<file path="src/rtl/seq_pkg.sv">
// seq_pkg: shared definitions for the serial sync-pattern transmitter (seq_gen)
// and its receive-side counterpart (seq_dec).
//   state_t      : frame FSM states
//   SYNC_PATTERN : default sync pattern, transmitted MSB-first
//   SYNC_W       : width of SYNC_PATTERN
//   clog2        : ceiling log2 for sizing counters at elaboration time
package seq_pkg;

    typedef enum logic [2:0] {
        IDLE = 3'd0,
        PRE  = 3'd1,
        PAY  = 3'd2,
        PAR  = 3'd3,
        GAP  = 3'd4
    } state_t;

    localparam int unsigned SYNC_W = 4;
    localparam logic [SYNC_W-1:0] SYNC_PATTERN = 4'b1101;

    function automatic int unsigned clog2(input int unsigned value);
        int unsigned result;
        result = 0;
        for (int unsigned v = 1; v < value; v = v << 1) begin
            result = result + 1;
        end
        return result;
    endfunction

endpackage

</file>
<file path="src/rtl/seq_gen_if.sv">
// seq_gen_if: payload valid/ready handshake into seq_gen.
//   in_valid : payload offered (producer -> seq_gen)
//   in_data  : payload word, sampled only on an accept cycle
//   in_ready : seq_gen can accept a payload this cycle
// Modports: master = payload producer, slave = seq_gen.
interface seq_gen_if #(
    parameter int unsigned PAYLOAD_W = 8
);

    logic                 in_valid;
    logic [PAYLOAD_W-1:0] in_data;
    logic                 in_ready;

    modport master (
        output in_valid,
        output in_data,
        input  in_ready
    );

    modport slave (
        input  in_valid,
        input  in_data,
        output in_ready
    );

endinterface

</file>
<file path="src/rtl/seq_gen.sv">
// seq_gen: serial frame transmitter.
// Frame on tx_bit: PATTERN (MSB-first), payload (MSB-first), odd-parity bit,
// then GAP_CYCLES forced zeros. One bit per clock.
// Ports:
//   clk        : system clock, rising edge
//   reset      : asynchronous active-low reset
//   in_if      : payload handshake (slave side: in_valid, in_data, in_ready)
//   tx_bit     : serial data out, registered
//   tx_active  : high while sync, payload or parity bit is on tx_bit, registered
//   frame_done : one-cycle pulse coincident with the parity bit, registered
module seq_gen
    import seq_pkg::*;
#(
    parameter int unsigned PAT_W      = SYNC_W,
    parameter logic [PAT_W-1:0] PATTERN = SYNC_PATTERN,
    parameter int unsigned PAYLOAD_W  = 8,
    parameter int unsigned GAP_CYCLES = 2
) (
    input  logic        clk,
    input  logic        reset,
    seq_gen_if.slave    in_if,
    output logic        tx_bit,
    output logic        tx_active,
    output logic        frame_done
);

    localparam int unsigned MAX_A = (PAT_W > PAYLOAD_W) ? PAT_W : PAYLOAD_W;
    localparam int unsigned MAX_N = (MAX_A > GAP_CYCLES) ? MAX_A : GAP_CYCLES;
    localparam int unsigned CNT_W = (clog2(MAX_N + 1) < 1) ? 1 : clog2(MAX_N + 1);

    state_t               state_q, state_d;
    logic [CNT_W-1:0]     cnt_q, cnt_d;
    logic [PAYLOAD_W-1:0] sr_q, sr_d;
    logic                 par_q, par_d;
    logic                 tx_bit_q, tx_bit_d;
    logic                 tx_active_q, tx_active_d;
    logic                 frame_done_q, frame_done_d;
    logic                 in_ready_q, in_ready_d;
    logic [PAT_W-1:0]     pat_shift;

    always_ff @(posedge clk or negedge reset) begin
        if (!reset) begin
            state_q      <= IDLE;
            cnt_q        <= '0;
            sr_q         <= '0;
            par_q        <= 1'b0;
            tx_bit_q     <= 1'b0;
            tx_active_q  <= 1'b0;
            frame_done_q <= 1'b0;
            in_ready_q   <= 1'b0;
        end else begin
            state_q      <= state_d;
            cnt_q        <= cnt_d;
            sr_q         <= sr_d;
            par_q        <= par_d;
            tx_bit_q     <= tx_bit_d;
            tx_active_q  <= tx_active_d;
            frame_done_q <= frame_done_d;
            in_ready_q   <= in_ready_d;
        end
    end

    // Next-state and datapath. cnt counts down the bits still to emit in the
    // current field and reloads on every state entry.
    always_comb begin
        state_d = state_q;
        cnt_d   = cnt_q;
        sr_d    = sr_q;
        par_d   = par_q;

        unique case (state_q)
            IDLE: begin
                if (in_if.in_valid && in_ready_q) begin
                    state_d = PRE;
                    cnt_d   = CNT_W'(PAT_W - 1);
                    sr_d    = in_if.in_data;
                    par_d   = ~^in_if.in_data;
                end
            end
            PRE: begin
                if (cnt_q == '0) begin
                    state_d = PAY;
                    cnt_d   = CNT_W'(PAYLOAD_W - 1);
                end else begin
                    cnt_d = cnt_q - 1'b1;
                end
            end
            PAY: begin
                if (cnt_q == '0) begin
                    state_d = PAR;
                    cnt_d   = '0;
                end else begin
                    cnt_d = cnt_q - 1'b1;
                    sr_d  = sr_q << 1;
                end
            end
            PAR: begin
                state_d = GAP;
                cnt_d   = CNT_W'(GAP_CYCLES - 1);
            end
            GAP: begin
                if (cnt_q == '0) begin
                    state_d = IDLE;
                    cnt_d   = '0;
                end else begin
                    cnt_d = cnt_q - 1'b1;
                end
            end
            default: begin
                state_d = IDLE;
                cnt_d   = '0;
            end
        endcase
    end

    // Outputs are decoded from the next state so the registered tx_bit shows
    // the first sync bit in the cycle right after the accept edge.
    assign pat_shift = PATTERN >> cnt_d;

    always_comb begin
        tx_bit_d     = 1'b0;
        tx_active_d  = 1'b0;
        frame_done_d = 1'b0;
        in_ready_d   = 1'b0;

        unique case (state_d)
            IDLE: in_ready_d = 1'b1;
            PRE: begin
                tx_bit_d    = pat_shift[0];
                tx_active_d = 1'b1;
            end
            PAY: begin
                tx_bit_d    = sr_d[PAYLOAD_W-1];
                tx_active_d = 1'b1;
            end
            PAR: begin
                tx_bit_d     = par_d;
                tx_active_d  = 1'b1;
                frame_done_d = 1'b1;
            end
            GAP: ;
            default: ;
        endcase
    end

    assign tx_bit         = tx_bit_q;
    assign tx_active      = tx_active_q;
    assign frame_done     = frame_done_q;
    assign in_if.in_ready = in_ready_q;

endmodule

</file>
<file path="src/flat_wrapper.sv">
// flat-port wrapper written by rule: the top's interface ports become plain ports
module seq_gen_flat import seq_pkg::*;
#(
    parameter int unsigned PAT_W      = SYNC_W,
    parameter logic [PAT_W-1:0] PATTERN = SYNC_PATTERN,
    parameter int unsigned PAYLOAD_W  = 8,
    parameter int unsigned GAP_CYCLES = 2
)
  (clk, reset, tx_bit, tx_active, frame_done, in_if_in_valid, in_if_in_data, in_if_in_ready);
  seq_gen_if #(.PAYLOAD_W(PAYLOAD_W)) in_if_i ();
  input  logic clk;
  input  logic reset;
  output logic tx_bit;
  output logic tx_active;
  output logic frame_done;
  input wire logic [$bits(in_if_i.in_valid)-1:0] in_if_in_valid;
  input wire logic [$bits(in_if_i.in_data)-1:0] in_if_in_data;
  output wire logic [$bits(in_if_i.in_ready)-1:0] in_if_in_ready;
  assign in_if_i.in_valid = in_if_in_valid;
  assign in_if_i.in_data = in_if_in_data;
  assign in_if_in_ready = in_if_i.in_ready;
  seq_gen #(.PAT_W(PAT_W), .PATTERN(PATTERN), .PAYLOAD_W(PAYLOAD_W), .GAP_CYCLES(GAP_CYCLES)) u_core (.clk(clk), .reset(reset), .in_if(in_if_i), .tx_bit(tx_bit), .tx_active(tx_active), .frame_done(frame_done));
endmodule
</file>
<file path="config.mk">
export PLATFORM = sky130hd
export DESIGN_NAME = seq_gen_flat
export DESIGN_NICKNAME = d
export VERILOG_FILES = /design/src/rtl/seq_pkg.sv /design/src/rtl/seq_gen_if.sv /design/src/rtl/seq_gen.sv /design/src/flat_wrapper.sv
export SDC_FILE = /design/constraint.sdc
export NUM_CORES = 1
export LEC_CHECK = 0
export ABC_AREA = 1
export CAP_MARGIN = 20
export CORE_UTILIZATION = 58
export DETAILED_ROUTE_END_ITERATION = 10
export PLACE_DENSITY = 0.85
export SYNTH_ARGS = -nofsm -noshare
export SYNTH_HDL_FRONTEND = slang
export SYNTH_SLANG_ARGS = --single-unit
</file>
<file path="constraint.sdc">
create_clock -name clk -period 2.6 [get_ports clk]
set_input_delay 0.65 -clock clk [delete_from_list [all_inputs] [get_ports clk]]
set_output_delay 0.65 -clock clk [all_outputs]
set_load 0.01 [all_outputs]
</file>
### Yosys cells after proc, flatten, opt, wreduce, memory -nomap -nowiden

Cells that the tools add are included.
Widths: inputs -> output; s select.

| operators by class | value |
|---|---|
| div/mod/pow operators | 0 |
| mux-type cells | 18 |
| add/subtract/negate cells | 1 |
| $lt $le $gt $ge | 0 |
| reduce and logical (&&, ||, !) cells | 9 |
| bitwise logic cells | 0 |
| multipliers | 0 |
| equal/unequal tests | 9 |
| shift operators | 1 |

Operators by type and width:

| kind | count |
|---|---|
| $mux 8 | 2 |
| $pmux 4 s4 | 1 |
| $pmux 8 s2 | 1 |
| $pmux 3 s5 | 1 |
| $eq 3x2->1 const B | 4 |
| $mux 3 | 4 |
| $mux 4 | 3 |
| $reduce_xnor 8->1 | 1 |
| $eq 3x1->1 const B | 2 |
| $logic_not 3->1 | 2 |
| $mux 1 | 5 |
| $logic_not 4->1 | 1 |
| $shr 4x4->1 const A | 1 |
| $sub 4x1->4 const B | 1 |
| $eq 3x3->1 const B | 1 |
| $pmux 1 s3 | 1 |
| $reduce_and 3->1 | 1 |
| $reduce_or 3->1 | 1 |
| $ne 2x1->1 const B | 1 |
| $ne 2x2->1 const B | 1 |
| $reduce_bool 2->1 | 1 |
| $reduce_or 2->1 | 1 |
| $logic_and 1x1->1 | 1 |

| word-level totals | value |
|---|---|
| memory bits (read-only) | 0 |
| bits in registers | 20 |
| bits in latches | 0 |
| memories kept | 0 |
| RAM bits | 0 |
| output and inout port bits | 4 |
| logic and storage cells | 47 |

### Depth between registers and ports, before layout

Gate-level depths: netlist of run 1.

| logic depth | value |
|---|---|
| depth after elaboration | 6 |
| mapped depth | 10 |

### Worst setup path after synthesis of run 1

Ideal clock, no wire load.

| path | value |
|---|---|
| kind | input to register |
| from | input port in_if_in_valid |
| to | register u_core.tx_bit_q (netlist: u_core.tx_bit) |
| path slack | 1,262 ps |
| data required time | 2,478 ps |
| arrival | 1,216 ps |
| cell stages on the path | 7 |
| library setup time | 122 ps |
| buffers on the path | 0 |
| cells stage by stage | nand2_1 nand2_1 nand3_4 nand2_2 nand3_2 nand2_2 nand3_2 |

| on the way | value |
|---|---|
| elaborated cells on any way between the ends | 14 |
| classes of those cells | 3 x eq/ne; 1 x shift; 9 x mux; 1 x reduce/logical |

RTL lines:

| what | RTL line | RTL |
|---|---|---|
| start: declaration | flat_wrapper.sv:16 | `input wire logic [$bits(in_if_i.in_valid)-1:0] in_if_in_valid;` |
| $logic_and 1x1->1 | seq_gen.sv:73 | `if (in_if.in_valid && in_ready_q) begin` |
| $mux 8 | seq_gen.sv:73 |  |
| $pmux 8 s2 | seq_gen.sv:71 | `unique case (state_q)` |
| net u_core.sr_d[7] | seq_gen.sv:33 | `logic [PAYLOAD_W-1:0] sr_q, sr_d;` |
| $pmux 1 s3 | seq_gen.sv:126 | `unique case (state_d)` |
| net u_core.tx_bit_d | seq_gen.sv:35 | `logic tx_bit_q, tx_bit_d;` |
| end signal: assignment | seq_gen.sv:56 | `tx_bit_q <= tx_bit_d;` |
| end: declaration | seq_gen.sv:35 |  |

The timed path passes the listed nets, and every way through them passes these cells. The select of a mux whose other input is x is not followed.
A chain may end at the register's enable or synchronous reset.

### Worst setup path in the final report of run 1

| path | value |
|---|---|
| from | register u_core.in_ready_q (netlist: u_core.in_if.in_ready) |
| to | output port in_if_in_ready |

RTL lines:

| what | RTL line | RTL |
|---|---|---|
| start: declaration | seq_gen.sv:38 | `logic in_ready_q, in_ready_d;` |
| start signal: assignment | seq_gen.sv:59 | `in_ready_q <= in_ready_d;` |
| end: declaration | flat_wrapper.sv:18 | `output wire logic [$bits(in_if_i.in_ready)-1:0] in_if_in_ready;` |

No word-level cell between the ends.

==> out/metrics.cfg, run 1 <==
[outcome]
outcome=completed

[setup_path]
cpLargestDelayFamily=buffers and inverters
cp_max_fo=3
worstSetupEndpointType=output pin
cp.depth=1
rr_worst_depth=10
cp_cell_sequence=clkdlybuf4s50_1
path_class=reg -> out
slowest_delay_ps=550
arrival_ps=1240
crit_path_start_kind=flip-flop
worstReg2RegStart=u_core.state_q[2]$_DFF_PN0_
crit_buf_inv=1
slowest_stage=clkdlybuf4s50_1
critPathRequiredTime_ps=1950
rr_endpoint=u_core.tx_bit$_DFF_PN0_
rrSetupSlack_ps=1200

[clock_network]
cts_root_buf=clkbuf_4
cts_setup_buffers=0
clk_path_buf_depth=2
cts_tree=yes
ctsResizeCount=0
hold_buffers=0
worstSkewPairLatency_ps=310
clkTransAtPathRegs_ps=130
htree_num_levels=1
clock-sinks=20
cts_made_buffers=3

[timing]
rsz0062_at_grt=no
timing.final.crit_share_pct=72.5
finalMaxSlewViolations=0
setup-tns-final_ps=0
slew_headroom_pct=82.9
setup_violations=0
fin_skew_ps=17.3
fin_crit_ps=1890
fmax_mhz=530
hold_viol=0
fin_ws_ps=714
worst-slew-pin-transition_ps=257

[global_route]
grtUsageTotal_pct=25.6
grt_first_pass_wirelength_mm=3.88
grt_pass1_vias=946
overflow=0
grt_max_degree=21
antenna_found_initial=0

[yosys]
seq_area_frac_synth_pct=40.8
synth_cells=177
avgSynthCellArea_um2=6.93
ys_top_cells_by_area=dfrtp_1, nand2_1, inv_1, nor2_1, a22oi_1
yosys.area.top_type=dfrtp_1
netlist_area_mm2=0.00123
synth_common_cells=nand2_1, inv_1, dfrtp_1, nor2_1
yosys_warnings=0
synthArstFlopShare_pct=100
syn_nets=188
synthFlopType=dfrtp_1
synth_top_area_share_pct=40.8
synth-seq-cells=20
synth_edf_count=0
synth_cell_types=22
synth_most_common_cell=nand2_1

[route]
ant_nets=0
drcViolationCount=0
vias=1147
drtIter0Drc=23
drt-total-wl_mm=2.64
vias_per_cell=5.14
wl_per_cell_um=11.8
drt-pass1-iter-count=4

[power]
p_sw_mw=0.737
p_comb_share_pct=51.2
p_leak_nw=0.865
power_frac_clock_pct=15.6
p_seq_share_pct=33.2
p_sw_share_pct=44.9
ir_drop_uv=997
intPower_mw=0.905
power_density_mw_per_mm2=1120

[final_layout]
area.sequential_um2=500
syn2layout_area_growth_pct=19.1
nets=208
diodes=0
multiInputGateArea_um2=612
layout-drive-gt1-share_pct=12.8
fillerInstances=156

[worst_hold_path]
min_path_cells=2
hold_end=u_core.sr_q[6]$_DFFE_PN0P_
hold_path.class=reg -> reg
min_from=u_core.sr_q[6]$_DFFE_PN0P_

[die]
die_h_um=48
initial_utilization_pct=61.9
die-area_mm2=0.00230
top_level_ports=15
coreArea_mm2=0.00198
num_rows=16
die_w_um=48

[placed_design]
hpwlAfterDp_mm=2.06
port-buffer-count=14
place_ws_ps=579
globalplace.congestion=0.788

[flow_run]
cap_violations=0

## logic make-up (layout without fill, tap and decap cells)
kind of cell,Yosys count,after routing,synth area share (%)
xor gates and xnor gates,2,2,1.43
and+or+nand+nor,111,111,41.2
AOI/OAI and AO/OA,14,14,7.24
DFF,20,20,40.8
buffers and inverters,30,49,9.38
## power groups by stage
stage	Clock (mW)	Sequential (mW)	Combinational, mW
3_5_place_dp	0	0.546	0.840
3_3_place_gp	0	0.542	0.807
5_1_grt	0.275	0.553	0.934
4_1_cts	0.258	0.540	0.845
2_1_floorplan	0	0.537	0.622
6_report	0.256	0.545	0.841
## through the flow
| step | hold WS (ps) | std cells | area [um^2] | utilization, % | power [mW] |
|---|---|---|---|---|---|
| global route | 530 | 223 | 1460 | 73.7 | 1.76 |
| CTS | 501 | 223 | 1460 | 73.7 | 1.64 |
| floorplan | 354 | 177 | 1230 | - | 1.16 |
| global placement | 467 | 219 | 1410 | 71.1 | 1.35 |
| detailed placement | 472 | 219 | 1410 | 71.1 | 1.39 |
| finish | 503 | 223 | 1460 | 73.7 | 1.64 |
## worst max path at each step
| stage | start | to | slack [ps] |
|---|---|---|---|
| after floorplan | in_if_in_valid | u_core.tx_bit$_DFF_PN0_ | 1260 |
| after global placement | in_if_in_data[2] | u_core.tx_bit$_DFF_PN0_ | 650 |
| after detailed placement | in_if_in_data[2] | u_core.tx_bit$_DFF_PN0_ | 580 |
| after CTS | u_core.in_if.in_ready$_DFF_PN0_ | in_if_in_ready | 710 |
| after global routing | u_core.in_if.in_ready$_DFF_PN0_ | in_if_in_ready | 680 |
| final | u_core.in_if.in_ready$_DFF_PN0_ | in_if_in_ready | 710 |
## layer usage
metal	GRT usage, %	vias up	wire length [um]	part of all wire, %
met5	0	-	0	0
met4	12.2	0	34	1.3
met3	5.66	4	79	3.0
met2	47.3	25	1390	53
met1	27.1	538	1130	43
li1	-	580	-	-
## cell usage in the layout (no fill, tap or decap), drive strengths merged, types with 2 or more instances in the layout
master,count
dfrtp,20
nand2,82
inv,30
o21ai,2
nand3,9
clkdlybuf4s50,14
a22oi,6
a21oi,4
nor2,18
clkbuf,3
## registers in the layout (all words and copies together) (netlist names)
name	cells
u_core.sr_q	8
u_core.cnt_q	4
u_core.state_q	3
u_core.frame_done	1
u_core.in_if.in_ready	1
u_core.par_q	1
u_core.tx_active	1
u_core.tx_bit	1
## area by class of cell
cell class              count  share of cell area (%)
clock inverters             1                    2.05
clock buffers               3                    1.54
repair buffers             15                    10.1
multi-input cells         127                    41.9
inverters                  30                    7.88
flip-flops and latches     20                    34.2
well taps                  27                    2.31
No activity file was read; power rests on OpenSTA's default activity.
==> inputs of run 2 (changes only) <==
CORE_UTILIZATION = 49   (was 58)
PLACE_DENSITY = 0.76   (was 0.85)
clock period = 1.7 ns   (was 2.6 ns; I/O delays follow)
==> run 2 against run 1 <==
- worst setup slack got worse by 610 ps
- via count fell by 3.8%
- die area up 18%
- clock-buffer cell count rose by 1
- final cell count increased by 0.90%
- core utilization down 9.7 points
- global-route usage decreased by 4.4 points
- first-iteration DRC count is the same
- combinational power rose by 55%
- sequential power up 51%
- hold slack worse by 46 ps
- flip-flop and latch count is the same
- critical path type unchanged
- critical endpoint is now tx_active
==> out/metrics.cfg, run 2 (synthesis results as in run 1) <==
[setup_path]
slowest_stage=clkdlybuf4s50_1
worstSetupEndpointType=output pin
critPathRequiredTime_ps=1270  ; -680 ps
crit_buf_inv=1  ; unchanged
path_class=reg -> out
crit_path_start_kind=flip-flop
cp_max_fo=1  ; -2
cp_cell_sequence=clkdlybuf4s50_1
cpLargestDelayFamily=buffers and inverters
rrSetupSlack_ps=260  ; -940 ps
slowest_delay_ps=530  ; -20 ps
arrival_ps=1170  ; -70 ps

[timing]
timing.final.crit_share_pct=93.7
finalMaxSlewViolations=0  ; unchanged
fin_skew_ps=1.04  ; -16.3 ps
fin_crit_ps=1590
rsz0062_at_grt=no
worst-slew-pin-transition_ps=279  ; +22.1 ps
hold_viol=0  ; unchanged
slew_headroom_pct=81.4  ; -1.5 points
fmax_mhz=628
fin_ws_ps=107  ; -608 ps
setup_violations=0  ; unchanged

[global_route]
grtUsageTotal_pct=21.2  ; -4.4 points
grtUsageMet2_pct=33.5  ; -14 points
met1_usage_pct=29.9  ; +2.7 points
grt_first_pass_wirelength_mm=4.20  ; +8.0%
busiest_layer=met2
overflow=0  ; unchanged
antenna_found_initial=0  ; unchanged
use_met3_pct=5.26  ; -0.40 points
grt_pass1_vias=986  ; +4.2%
grt_max_degree=21  ; unchanged

[clock_network]
worstSkewPairLatency_ps=300  ; about the same
clkTransAtPathRegs_ps=100  ; -30 ps
htree_num_levels=1  ; unchanged
cts_root_buf=clkbuf_4
cts_made_buffers=3  ; unchanged
hold_buffers=0  ; unchanged
clock-sinks=20  ; unchanged
cts_setup_buffers=0  ; unchanged
clk_path_buf_depth=2  ; unchanged
ctsResizeCount=0  ; unchanged
cts_tree=yes

[final_layout]
multiInputGateArea_um2=612  ; unchanged
final_common_cell=nand2_1
nets=209  ; +0.48%
diodes=0  ; unchanged
largest_reg_flops=8  ; unchanged
fillerInstances=193  ; +24%
syn2layout_area_growth_pct=18.7
top_register=u_core.sr_q
final_cell_mix=nand2_1, inv_1, dfrtp_1, nor2_1, clkdlybuf4s50_1
layout-drive-gt1-share_pct=13.2  ; +0.44 points
utilization_pct=64.0  ; -9.7 points
area.sequential_um2=500  ; unchanged
stdcell_area_mm2=0.00146  ; -0.34%
top_regs=u_core.sr_q x8, u_core.cnt_q x4, u_core.state_q x3

[flow_run]
cap_violations=0  ; unchanged

[die]
coreArea_mm2=0.00228  ; +15%
num_rows=17  ; +1
die-area_mm2=0.00271  ; +18%
top_level_ports=15  ; unchanged
die_h_um=52.1  ; +8.4%
initial_utilization_pct=53.9  ; -8.0 points
die_w_um=52.1  ; +8.4%

[placed_design]
globalplace.congestion=0.882  ; +12%
dpl_cell_area_mm2=0.00142  ; +0.62%
port-buffer-count=14  ; unchanged
place_ws_ps=-76.3  ; -655 ps
hpwlAfterDp_mm=1.84  ; -11%

[route]
ant_nets=0  ; unchanged
drcViolationCount=0  ; unchanged
drt-total-wl_mm=2.40  ; -9.2%
vias=1103  ; -3.8%
drtIter0Drc=23  ; unchanged
wl_per_cell_um=10.7  ; -10%
drt-pass1-iter-count=4  ; unchanged
vias_per_cell=4.90  ; -4.7%

[power]
power_frac_clock_pct=11.1  ; -4.5 points
p_comb_share_pct=54.5  ; +3.3 points
p_sw_mw=1.10  ; +50%
p_seq_share_pct=34.4  ; +1.2 points
intPower_mw=1.28  ; +42%
p_leak_nw=0.872  ; +0.78%
ir_drop_uv=1270  ; +27%
p_sw_share_pct=46.2  ; +1.3 points
power_mw=2.39  ; +45%
power_density_mw_per_mm2=1640  ; +46%

[outcome]
outcome=completed

[worst_hold_path]
hold_path.class=in -> async

-- run 2: changes by cell type in the layout (fill, tap and decap cells not counted), sizes merged --
| cell | before | now |
|---|---|---|
| bufinv | 1 | 0 |
| dlymetal6s2s | 0 | 1 |
| clkdlybuf4s50 | 14 | 13 |
| clkbuf | 3 | 4 |
| buf | 1 | 2 |
-- run 2: cell type report --
class	count	share of cell area [%]
timing repair buffer	16	10.8
multi-input combinational	127	42.0
inverter	30	7.90
clock buffer	4	2.49
sequential	20	34.4
tap	28	2.41
-- run 2: power groups by stage --
stage | Clock [mW] | Sequential [mW] | Combinational [mW]
floorplan | 0 | 0.822 | 0.952
global placement | 0 | 0.827 | 1.26
detailed placement | 0 | 0.829 | 1.30
CTS | 0.276 | 0.821 | 1.31
global route | 0.295 | 0.843 | 1.47
finish | 0.266 | 0.822 | 1.30
-- run 2: layer usage --
metal,share of wire [%],wire (um)
met1,48,1140
met2,46,1100
met3,6.3,150
met4,0.33,8
met5,0,0
-- run 2: through the flow --
stage | setup TNS [ps] | hold slack, ps | std cells
6_report | 0 | 457 | 225
5_1_grt | 0 | 477 | 225
4_1_cts | 0 | 456 | 225
3_5_place_dp | -79.4 | 472 | 221
3_3_place_gp | -41.5 | 469 | 221
2_1_floorplan | 0 | 129 | 177
-- run 2: final timing paths --
kind                                                  start                    endpoint  cells past startpoint
max in group asynchronous                             reset   u_core.cnt_q[0]$_DFF_PN0_                      2
worst max-delay path             u_core.tx_active$_DFF_PN0_                   tx_active                      1
min in group clk                 u_core.sr_q[5]$_DFFE_PN0P_  u_core.sr_q[5]$_DFFE_PN0P_                      2
worst min register to register   u_core.sr_q[5]$_DFFE_PN0P_  u_core.sr_q[5]$_DFFE_PN0P_                      2
worst max register to register  u_core.state_q[2]$_DFF_PN0_     u_core.tx_bit$_DFF_PN0_                     10
worst min-delay path                                  reset    u_core.sr_q[7]$_DFF_PN0_                      2
